`src/rtl/pe_conv_split.sv`:
```
// pe_conv_split: width down-converter. Accepts one IN_W-bit token and emits it
// as RATIO = IN_W/OUT_W consecutive OUT_W-bit beats over a valid/ready stream.
//
// Parameters:
//   IN_W      input token width
//   OUT_W     output beat width (IN_W must be a multiple, ratio >= 2)
//   MSB_FIRST 0: least-significant slice first, 1: most-significant first
//
// Ports:
//   clk, rst_n            clock, asynchronous active-low reset
//   in_valid/in_ready     input token handshake (in_ready is combinational)
//   in_data               input token
//   out_valid/out_ready   output beat handshake
//   out_data              current slice of the held token (registered)
//   out_last              final beat of a token (registered)
module pe_conv_split #(
  parameter int unsigned IN_W      = 32,
  parameter int unsigned OUT_W     = 16,
  parameter bit          MSB_FIRST = 1'b0
) (
  input  logic             clk,
  input  logic             rst_n,
  input  logic             in_valid,
  output logic             in_ready,
  input  logic [IN_W-1:0]  in_data,
  output logic             out_valid,
  input  logic             out_ready,
  output logic [OUT_W-1:0] out_data,
  output logic             out_last
);

  localparam int unsigned RATIO = IN_W / OUT_W;
  localparam int unsigned IDX_W = (RATIO > 1) ? $clog2(RATIO) : 1;
  localparam logic [IDX_W-1:0] LAST_IDX = IDX_W'(RATIO - 1);

  // Reject parameter sets that cannot be split into whole beats.
  if (((IN_W % OUT_W) != 0) || (RATIO < 2)) begin : g_param_check
    $fatal(1, "pe_conv_split: IN_W must be a multiple of OUT_W with ratio >= 2");
  end

  typedef enum logic {
    ST_EMPTY = 1'b0,
    ST_BUSY  = 1'b1
  } state_e;

  state_e             state_q, state_d;
  logic [IDX_W-1:0]   idx_q, idx_d;
  logic [IN_W-1:0]    hold_q, hold_d;
  logic               out_valid_q, out_valid_d;
  logic [OUT_W-1:0]   out_data_q, out_data_d;
  logic               out_last_q, out_last_d;

  logic               in_xfer_c;
  logic               out_xfer_c;

  // Select beat idx of a token, honouring the emission order.
  function automatic logic [OUT_W-1:0] slice_of(input logic [IN_W-1:0]  tok,
                                                input logic [IDX_W-1:0] idx);
    logic [IDX_W-1:0] sel;
    logic [OUT_W-1:0] res;
    res = '0;
    sel = MSB_FIRST ? (LAST_IDX - idx) : idx;
    for (int unsigned i = 0; i < RATIO; i++) begin
      if (sel == IDX_W'(i)) res = tok[i*OUT_W +: OUT_W];
    end
    return res;
  endfunction

  // Ready when empty, or when the last beat leaves this cycle (zero-bubble reload).
  assign out_xfer_c = out_valid_q && out_ready;
  assign in_ready   = (state_q == ST_EMPTY) || (out_xfer_c && out_last_q);
  assign in_xfer_c  = in_valid && in_ready;

  // Next-state and next-output logic.
  always_comb begin
    state_d     = state_q;
    idx_d       = idx_q;
    hold_d      = hold_q;
    out_valid_d = 1'b0;
    out_data_d  = '0;
    out_last_d  = 1'b0;

    case (state_q)
      ST_EMPTY: begin
        if (in_xfer_c) begin
          hold_d  = in_data;
          idx_d   = '0;
          state_d = ST_BUSY;
        end
      end
      ST_BUSY: begin
        if (out_xfer_c) begin
          if (idx_q == LAST_IDX) begin
            idx_d = '0;
            if (in_xfer_c) begin
              hold_d  = in_data;
              state_d = ST_BUSY;
            end else begin
              state_d = ST_EMPTY;
            end
          end else begin
            idx_d = idx_q + IDX_W'(1);
          end
        end
      end
      default: begin
        state_d = ST_EMPTY;
        idx_d   = '0;
      end
    endcase

    // Outputs are computed from the next state so they leave straight from flops.
    if (state_d == ST_BUSY) begin
      out_valid_d = 1'b1;
      out_data_d  = slice_of(hold_d, idx_d);
      out_last_d  = (idx_d == LAST_IDX);
    end
  end

  // State and output registers.
  always_ff @(posedge clk or negedge rst_n) begin
    if (!rst_n) begin
      state_q     <= ST_EMPTY;
      idx_q       <= '0;
      hold_q      <= '0;
      out_valid_q <= 1'b0;
      out_data_q  <= '0;
      out_last_q  <= 1'b0;
    end else begin
      state_q     <= state_d;
      idx_q       <= idx_d;
      hold_q      <= hold_d;
      out_valid_q <= out_valid_d;
      out_data_q  <= out_data_d;
      out_last_q  <= out_last_d;
    end
  end

  assign out_valid = out_valid_q;
  assign out_data  = out_data_q;
  assign out_last  = out_last_q;

endmodule

```
`config.mk`:
```
export PLATFORM = sky130hd
export DESIGN_NAME = pe_conv_split
export DESIGN_NICKNAME = d
export VERILOG_FILES = /design/src/rtl/pe_conv_split.sv
export SDC_FILE = /design/constraint.sdc
export NUM_CORES = 1
export LEC_CHECK = 0
export ABC_CLOCK_PERIOD_IN_PS = 2210
export BUFFER_PORTS_ARGS = -buffer_cell sky130_fd_sc_hd__buf_2
export CORE_ASPECT_RATIO = 1.5
export CORE_MARGIN = 2
export CORE_UTILIZATION = 40
export DETAILED_ROUTE_END_ITERATION = 12
export GPL_TIMING_DRIVEN = 0
export SYNTH_ARGS = -nofsm -noshare
export SYNTH_HDL_FRONTEND = slang
export SYNTH_SLANG_ARGS = --single-unit
export TNS_END_PERCENT = 20
```
`constraint.sdc`:
```
create_clock -name clk -period 2.21 [get_ports clk]
set_input_delay 0.442 -clock clk [delete_from_list [all_inputs] [get_ports clk]]
set_output_delay 0.442 -clock clk [all_outputs]
set_load 0.01 [all_outputs]
```
After elaboration in Yosys (flattened, before gate mapping)
Cells that the tools add are included.
- register bits after elaboration: 52
- input bits: 36
- output and inout port bits: 19
- logic and storage cells: 28
- add/subtract/negate cells: 1
- mux-type cells: 16
- bitwise operators: 1
- reductions and logical operators: 4
- operators by type and width (cell ; number):
    2-to-1 mux 32 bit ; 3
    case mux 32 bit (2 select lines) ; 1
    2-to-1 mux 16 bit ; 2
    2-to-1 mux 1 bit ; 8
    case mux 1 bit (2 select lines) ; 2
    logical AND 1 bit ; 3
    adder 1 bit, second input constant ; 1
    logical OR 1 bit ; 1
    inverter 1 bit ; 1

Depth between registers and ports, before layout
Gate-level depths: netlist of the first run.
- depth in word-level cells: 10
- mapped depth: 6
- depth with buffers taken out: 4

Worst setup path before layout of the first run
Ideal clock, no wire load.
- path kind: register to register
- start point: reg out_last_q, in the netlist out_last
- end point: reg out_data_q[6], in the netlist out_data[6]
- library setup time: 122 ps
- arrival: 1489 ps
- required time: 2088 ps
- setup slack: 599 ps
- stages on the path, launching flop included: 6
- path buffers: 1
- period minus slack after synthesis: 1611 ps
- cell sequence: dfrtp_1 > nand3_2 > a21boi_4 > clkbuf_8 > mux2_2 > a32o_1
- word-level cells in the longest chain between the ends: 9
- elaborated cells between the ends (all ways): 15
- those cells by class: 12 x mux; 3 x reduce/logical
- RTL lines (item ; RTL line ; text):
    from (decl) ; 51 ; logic out_last_q, out_last_d;
    from (signal assigned) ; 135 ; out_last_q <= out_last_d;
    logical AND 1 bit (*) ; 71 ; assign in_ready = (state_q == ST_EMPTY) || (out_xfer_c && out_last_q);
    logical OR 1 bit (*) ; 71 ;
    logical AND 1 bit (*) ; 72 ; assign in_xfer_c = in_valid && in_ready;
    2-to-1 mux 32 bit (*) ; 85, 95 ;
    2-to-1 mux 32 bit ; 93 ; if (idx_q == LAST_IDX) begin
    2-to-1 mux 32 bit ; 92 ; if (out_xfer_c) begin
    case mux 32 bit (2 select lines) (*) ; 83 ; case (state_q)
    named net hold_d[22] ; 48 ; logic [IN_W-1:0] hold_q, hold_d;
    2-to-1 mux 16 bit (*) ; 64 ; if (sel == IDX_W'(i)) res = tok[i*OUT_W +: OUT_W];
    2-to-1 mux 16 bit (*) ; 113 ; if (state_d == ST_BUSY) begin
    named net out_data_d[6] ; 50 ; logic [OUT_W-1:0] out_data_q, out_data_d;
    to (signal assigned) ; 134 ; out_data_q <= out_data_d;
    to (decl) ; 50 ;
The timed path passes the listed nets; every way through them passes the cells marked *.

Worst setup path in the final report of the first run
- start point: reg idx_q
- end point: reg out_data_q[8], in the netlist out_data[8]
- elaborated cells between the ends (all ways): 13
- those cells by class: 1 x add/sub; 12 x mux
- RTL lines (item ; RTL line ; text):
    from (decl) ; 47 ; logic [IDX_W-1:0] idx_q, idx_d;
    from (signal assigned) ; 131 ; idx_q <= idx_d;
    2-to-1 mux 32 bit ; 93 ;
    2-to-1 mux 32 bit ; 92 ;
    case mux 32 bit (2 select lines) ; 83 ;
    named net hold_d[24] ; 48 ;
    2-to-1 mux 16 bit ; 64 ;
    2-to-1 mux 16 bit ; 113 ;
    named net out_data_d[8] ; 50 ;
The timed path passes the listed nets, and every way through them passes these cells.

==> metrics.md, run 1 <==
| Metric | Value |
|---|---|
| Cts hold-fix bufs | `0` |
| Crit end category | `register` |
| Gr ovfl total | `0` |
| Clock-pin slew on the worst setup and hold paths | `0.08 ns` |
| Synthesized instance count | `121` |
| DIE AREA | `0.00553 mm2` |
| Top-count cell post-synth | `dfrtp_1` |
| Fmax | `586 MHz` |
| Share of layout cells above drive strength 1 | `55.8%` |
| Power density over the cells | `1460 mW/mm2` |
| Routed WL | `3860 um` |
| DR pass1 iterations | `4` |
| DIE HEIGHT | `90.0 um` |
| Status | `finished, final reports clean` |
| Average size of a mapped cell | `16.3 um2` |
| Syn-to-layout area delta | `21.5%` |
| FP Rows | `31` |
| Total of max-cap violations | `0` |
| CP Data Required Time | `2.39 ns` |
| Post-synth top cells | `dfrtp_1, mux2_2, a32o_1` |
| Peak supply drop | `0.624 mV` |
| Clock root buffer | `clkbuf_8` |
| Cts bufs inserted | `5` |
| CTS resizes | `0` |
| Top cells by area, synth | `dfrtp_1, mux2_2, a32o_1` |
| RSZ-0062 raised after global routing | `false` |
| Period minus WS final | `1.71 ns` |
| Pin count of the biggest net entering global routing | `52` |
| DRC Markers | `0` |
| GRT Util Overall | `15.5%` |
| Share of the synthesized area in the top cell type | `64.6%` |
| Setup TNS | `0 ns` |
| Fin crit share | `77.2%` |
| CTS tree | `built` |
| Max Clock Skew | `0.00228 ns` |
| Pleak | `0.00112 uW` |
| Wire per inst | `15.6 um` |
| Via/cell ratio | `4.99` |
| Starting DRT DRC Count | `38` |
| Post-synth EDFFs | `0` |
| Async SR Flop Fraction | `100%` |
| Final #Nets | `218` |
| Initial core utilization | `41.1%` |
| # IOs | `55` |
| Setup Viol. Count Final | `0` |
| Relative max-transition margin | `27.3%` |
| Clock Latency Late Sink | `0.29 ns` |
| Most used DFF post-synth | `dfrtp_1` |
| Detailed Place HPWL | `2740 um` |
| Crit Path Category | `register to register` |
| Routed via count | `1,232` |
| Hold Fails Final Rpt | `0` |
| Vias in the first global route | `1,354` |
| Post-CTS Setup Inserts | `0` |
| Leading area contributor after synthesis | `dfrtp_1` |
| First-pass GRT wire length | `6260 um` |
| Pins Over Slew Limit | `0` |
| CP Launch Type | `register` |
| Register area share after synthesis | `64.6%` |
| Max clock buf depth | `2` |
| Syn_nets | `157` |
| Clk sinks | `51` |
| H-tree Lvls | `2` |
| # port buffers | `54` |
| R2R depth | `5` |
| Unique cell type count in the Yosys netlist | `17` |
| Setup WS pre-CTS | `0.342 ns` |
| R2R setup slack | `0.50 ns` |
| Synthesis Warnings | `0` |
| Core ar. | `0.00481 mm2` |
| Worst min path class | `input port to asynchronous set/reset pin` |
| CP Data Arrival Time | `1.89 ns` |
| Antenna fix cells | `0` |
| Die width | `61.4 um` |
| Worst-Margin Slew | `1.09 ns` |
| Setup WS post-layout | `0.505 ns` |
| Yosys reg bits | `51` |
| Synthesized cell area | `0.00197 mm2` |
| DRT antenna net count | `0` |
| Initial antenna violation count | `0` |
| Global placement routability congestion | `0.740` |
| Critical path fanouts, max | `10` |
[through the flow]
step | total power, uW | std cells | util (%) | cell area, um2 | hold WS, ns
final | 3510 | 247 | 49.9 | 2400 | 0.349
after global routing | 3760 | 247 | 49.9 | 2400 | 0.386
after CTS | 3570 | 247 | 49.9 | 2400 | 0.385
after detailed placement | 3090 | 241 | 48.4 | 2330 | 0.482
after global placement | 3020 | 241 | 48.4 | 2330 | 0.476
after floorplan | 2620 | 121 | - | 1970 | 0.146
[kinds of logic (layout without fill, tap and decap cells)]
group | Yosys count | after routing | synth area share, %
flip-flops | 51 | 51 | 64.6
multiplexers | 32 | 32 | 19.0
AO/OA/AOI/OAI | 18 | 18 | 9.51
buffers and inverters | 10 | 70 | 4.12
AND/OR/NAND/NOR | 9 | 9 | 2.28
XOR/XNOR | 1 | 1 | 0.444
[worst max-delay path, cell delays in order (launching register included)]
cell and delay [ns]:
dfrtp_1 0.42, nand3_2 0.12, a21boi_4 0.26, clkbuf_8 0.23, mux2_2 0.35, a32o_1 0.22
[state kept, by name (all words and copies together), names as in the netlist]
name,count
hold_q,32
idx_q,1
out_data,16
out_last,1
out_valid,1
[metal layers]
layer  up-vias  wire (um)  global-route usage [%]
met4         0         40                    5.32
met2        37       2120                    26.9
li1        560          -                       -
met5         -          0                       0
met3         4        165                    3.88
met1       631       1540                    17.8
[final cells by class]
cell class | count | area (um2)
inverter | 2 | 7.51
clock buffer | 6 | 72.6
multi-input combinational | 60 | 617
buffer | 8 | 73.8
tap | 66 | 82.6
timing repair buffer | 54 | 270
fill | 461 | 2410
sequential | 51 | 1280
[worst paths after layout]
kind                                     start                     to
setup / recovery               idx_q$_DFF_PN0_  out_data[8]$_DFF_PN0_
hold / removal                           rst_n   hold_q[16]$_DFF_PN0_
setup reg to reg               idx_q$_DFF_PN0_  out_data[8]$_DFF_PN0_
hold reg to reg            hold_q[5]$_DFF_PN0_    hold_q[5]$_DFF_PN0_
max in group asynchronous                rst_n   hold_q[18]$_DFF_PN0_
min in group clk                   in_data[20]   hold_q[20]$_DFF_PN0_
[cells in the final DEF, fill, tap and decap left out]
| cell type | count |
|---|---|
| inv_1 | 1 |
| xor2_1 | 1 |
| nor2_1 | 1 |
| clkbuf_1 | 1 |
| mux2_2 | 28 |
| dfrtp_1 | 51 |
| buf_6 | 4 |
| a21boi_4 | 1 |
| mux2_4 | 4 |
| nand2_1 | 5 |
| nand3_2 | 1 |
| clkinv_1 | 1 |
| nand2b_1 | 1 |
| clkbuf_8 | 6 |
| buf_2 | 57 |
| a22o_1 | 1 |
| and2_1 | 1 |
| a32o_1 | 16 |
[power by group]
| group | switching (uW) | leakage [uW] | internal (uW) |
|---|---|---|---|
| sequential | 140 | 0.000610 | 1400 |
| combinational | 718 | 0.000477 | 782 |
| clock | 260 | 0.0000371 | 211 |
(Power assumes the default switching activity.)
==> inputs of run 2 (changes only) <==
--- a/config.mk
+++ b/config.mk
@@ -5,7 +5,7 @@
 export SDC_FILE = /design/constraint.sdc
 export NUM_CORES = 1
 export LEC_CHECK = 0
-export ABC_CLOCK_PERIOD_IN_PS = 2210
+export ABC_CLOCK_PERIOD_IN_PS = 1700
 export BUFFER_PORTS_ARGS = -buffer_cell sky130_fd_sc_hd__buf_2
 export CORE_ASPECT_RATIO = 1.5
 export CORE_MARGIN = 2
==> constraint.sdc (replaced) <==
create_clock -name clk -period 1.7 [get_ports clk]
set_input_delay 0.34 -clock clk [delete_from_list [all_inputs] [get_ports clk]]
set_output_delay 0.34 -clock clk [all_outputs]
set_load 0.01 [all_outputs]
==> run 2 against run 1 <==
  * Register-to-register slack worse by 0.44 ns
  * Non-clock buffer count increased by 2
  * Cell count up 0.81%
  * Count of clock-buffer cells in the layout is the same
  * Largest power group unchanged
  * Combinational power rose by 32%
  * Wire length increased by 0.10%
  * Maximum frequency up 4.5%
==> metrics.md, run 2 (synthesis gave the netlist of run 1 again) <==
| Metric | Value |
|---|---|
| Cell area after layout | `0.00241 mm2 (was 0.00240 mm2)` |
| Worst-Margin Slew | `1.09 ns (about the same)` |
| Max Clock Skew | `0.00228 ns (about the same)` |
| Via/cell ratio | `5.03 (was 4.99)` |
| Commonest non-fill, non-tap cell in the layout | `buf_2 (unchanged)` |
| Initial antenna violation count | `0 (unchanged)` |
| CTS resizes | `0 (unchanged)` |
| Global placement routability congestion | `0.740 (unchanged)` |
| Setup TNS | `0 ns (unchanged)` |
| Crit-path max cell delay | `0.40 ns (was 0.42 ns)` |
| Detailed Place HPWL | `2740 um (unchanged)` |
| Cts hold-fix bufs | `0 (unchanged)` |
| Initial core utilization | `41.1% (unchanged)` |
| Max clock buf depth | `2 (unchanged)` |
| Power density over the cells | `1900 mW/mm2 (was 1460 mW/mm2)` |
| Clock-pin slew on the worst setup and hold paths | `0.08 ns (about the same)` |
| Fmax | `613 MHz (was 586 MHz)` |
| # port buffers | `54 (unchanged)` |
| DR pass1 iterations | `4 (unchanged)` |
| Hold Fails Final Rpt | `0 (unchanged)` |
| Core ar. | `0.00481 mm2 (unchanged)` |
| CP Launch Type | `register (unchanged)` |
| Pin count of the biggest net entering global routing | `52 (unchanged)` |
| FP Rows | `31 (unchanged)` |
| Relative max-transition margin | `27.5% (was 27.3%)` |
| Final #Nets | `220 (was 218)` |
| Share of layout cells above drive strength 1 | `56.3% (was 55.8%)` |
| Register with the most flip-flops | `hold_q (unchanged)` |
| Antenna fix cells | `0 (unchanged)` |
| Final Core Density | `50.2% (was 49.9%)` |
| Hold_ws | `0.249 ns (was 0.349 ns)` |
| Reg2reg start | `idx_q$_DFF_PN0_ (unchanged)` |
| Wire per inst | `15.5 um (was 15.6 um)` |
| Vias in the first global route | `1,365 (was 1,354)` |
| Starting DRT DRC Count | `32 (was 38)` |
| Crit Path Category | `register to register (unchanged)` |
| DRT antenna net count | `0 (unchanged)` |
| CP Data Arrival Time | `1.81 ns (was 1.89 ns)` |
| Period minus WS final | `1.63 ns (was 1.71 ns)` |
| Syn-to-layout area delta | `22.3% (was 21.5%)` |
| Fin crit share | `96.0% (was 77.2%)` |
| Worst min path class | `input port to asynchronous set/reset pin (unchanged)` |
| Gr ovfl total | `0 (unchanged)` |
| Most frequent cells in the layout | `buf_2, dfrtp_1, mux2_2 (unchanged)` |
| Routed via count | `1,253 (was 1,232)` |
| Die width | `61.4 um (unchanged)` |
| H-tree Lvls | `2 (unchanged)` |
| RSZ-0062 raised after global routing | `false (unchanged)` |
| CTS tree | `built (unchanged)` |
| CP Data Required Time | `1.88 ns (was 2.39 ns)` |
| CP cell instances | `nand3_2 -> a21boi_4 -> clkbuf_8 -> mux2_2 -> a32o_1 (unchanged)` |
| Clock root buffer | `clkbuf_8 (unchanged)` |
| Status | `finished, final reports clean (unchanged)` |
| Pins Over Slew Limit | `0 (unchanged)` |
| GRT Util Overall | `15.5% (unchanged)` |
| R2R setup slack | `0.07 ns (was 0.50 ns)` |
| Placement Cell Area | `0.00233 mm2 (unchanged)` |
| # IOs | `55 (unchanged)` |
| Routed WL | `3860 um (about the same)` |
| Crit end category | `register (unchanged)` |
| Total Power | `4600 uW (was 3510 uW)` |
| Total of max-cap violations | `0 (unchanged)` |
| Pleak | `0.00113 uW (was 0.00112 uW)` |
| DIE HEIGHT | `90.0 um (unchanged)` |
| Clock Latency Late Sink | `0.29 ns (about the same)` |
| Critical R2R Capture | `out_data[8]$_DFF_PN0_ (unchanged)` |
| First-pass GRT wire length | `6260 um (unchanged)` |
| Max reg flops | `32 (unchanged)` |
| DIE AREA | `0.00553 mm2 (unchanged)` |
| Setup Viol. Count Final | `0 (unchanged)` |
| DRC Markers | `0 (unchanged)` |
| Critical path fanouts, max | `10 (unchanged)` |
| Peak supply drop | `0.813 mV (was 0.624 mV)` |
| Clk sinks | `51 (unchanged)` |
| Slowest-stage cell, CP | `dfrtp_1 (unchanged)` |
| Cts bufs inserted | `5 (unchanged)` |
| R2R depth | `5 (unchanged)` |
==> run 2: cell count changes in the layout (fill, tap and decap cells not counted), sizes merged <==
cell	change
buf	+2
==> run 2: worst max path at each step <==
stage,start,to,slack (ns)
2_1_floorplan,out_last$_DFF_PN0_,out_data[6]$_DFF_PN0_,0.09
3_3_place_gp,out_ready,out_data[8]$_DFF_PN0_,-0.04
3_5_place_dp,out_ready,out_data[8]$_DFF_PN0_,-0.07
4_1_cts,idx_q$_DFF_PN0_,out_data[8]$_DFF_PN0_,0.03
5_1_grt,idx_q$_DFF_PN0_,out_data[8]$_DFF_PN0_,0.002
6_report,idx_q$_DFF_PN0_,out_data[8]$_DFF_PN0_,0.07
==> run 2: timing repair <==
item                       in CTS  in global routing
setup buffers                   1                  1
pin swaps                       1                  0
setup endpoints to repair      13                 12
==> run 2: per-stage QoR <==
step                      std cells  setup slack (ns)
after floorplan                 121            0.0893
after detailed placement        241           -0.0662
final                           249            0.0688
after CTS                       248            0.0265
after global routing            249           0.00167
after global placement          241           -0.0410
==> run 2: power breakdown <==
part | total [uW] | switching [uW] | internal [uW]
combinational | 1980 | 942 | 1040
clock | 612 | 338 | 275
sequential | 2000 | 182 | 1820
total | 4600 | 1460 | 3130
==> run 2: layout make-up <==
cell class | instances | area, um2
Tap cell | 66 | 82.6
Clock buffer | 6 | 72.6
Buffer | 8 | 73.8
Sequential cell | 51 | 1280
Fill cell | 457 | 2390
Multi-Input combinational cell | 60 | 617
Inverter | 2 | 7.51
Timing Repair Buffer | 56 | 285
==> run 2: critical path, delay by kind of cell, from the launching register on <==
kind,cells,cell delay (ns)
AOI/OAI and AO/OA,2,0.43
DFF,1,0.40
muxes,1,0.35
buffers and inverters,1,0.22
and+or+nand+nor,1,0.12
==> run 2: layer usage <==
layer | GRT usage, % | part of all wire, %
met1 | 17.7 | 40
met2 | 27.0 | 54
met3 | 3.88 | 4.6
met4 | 5.32 | 1.0
met5 | 0 | 0
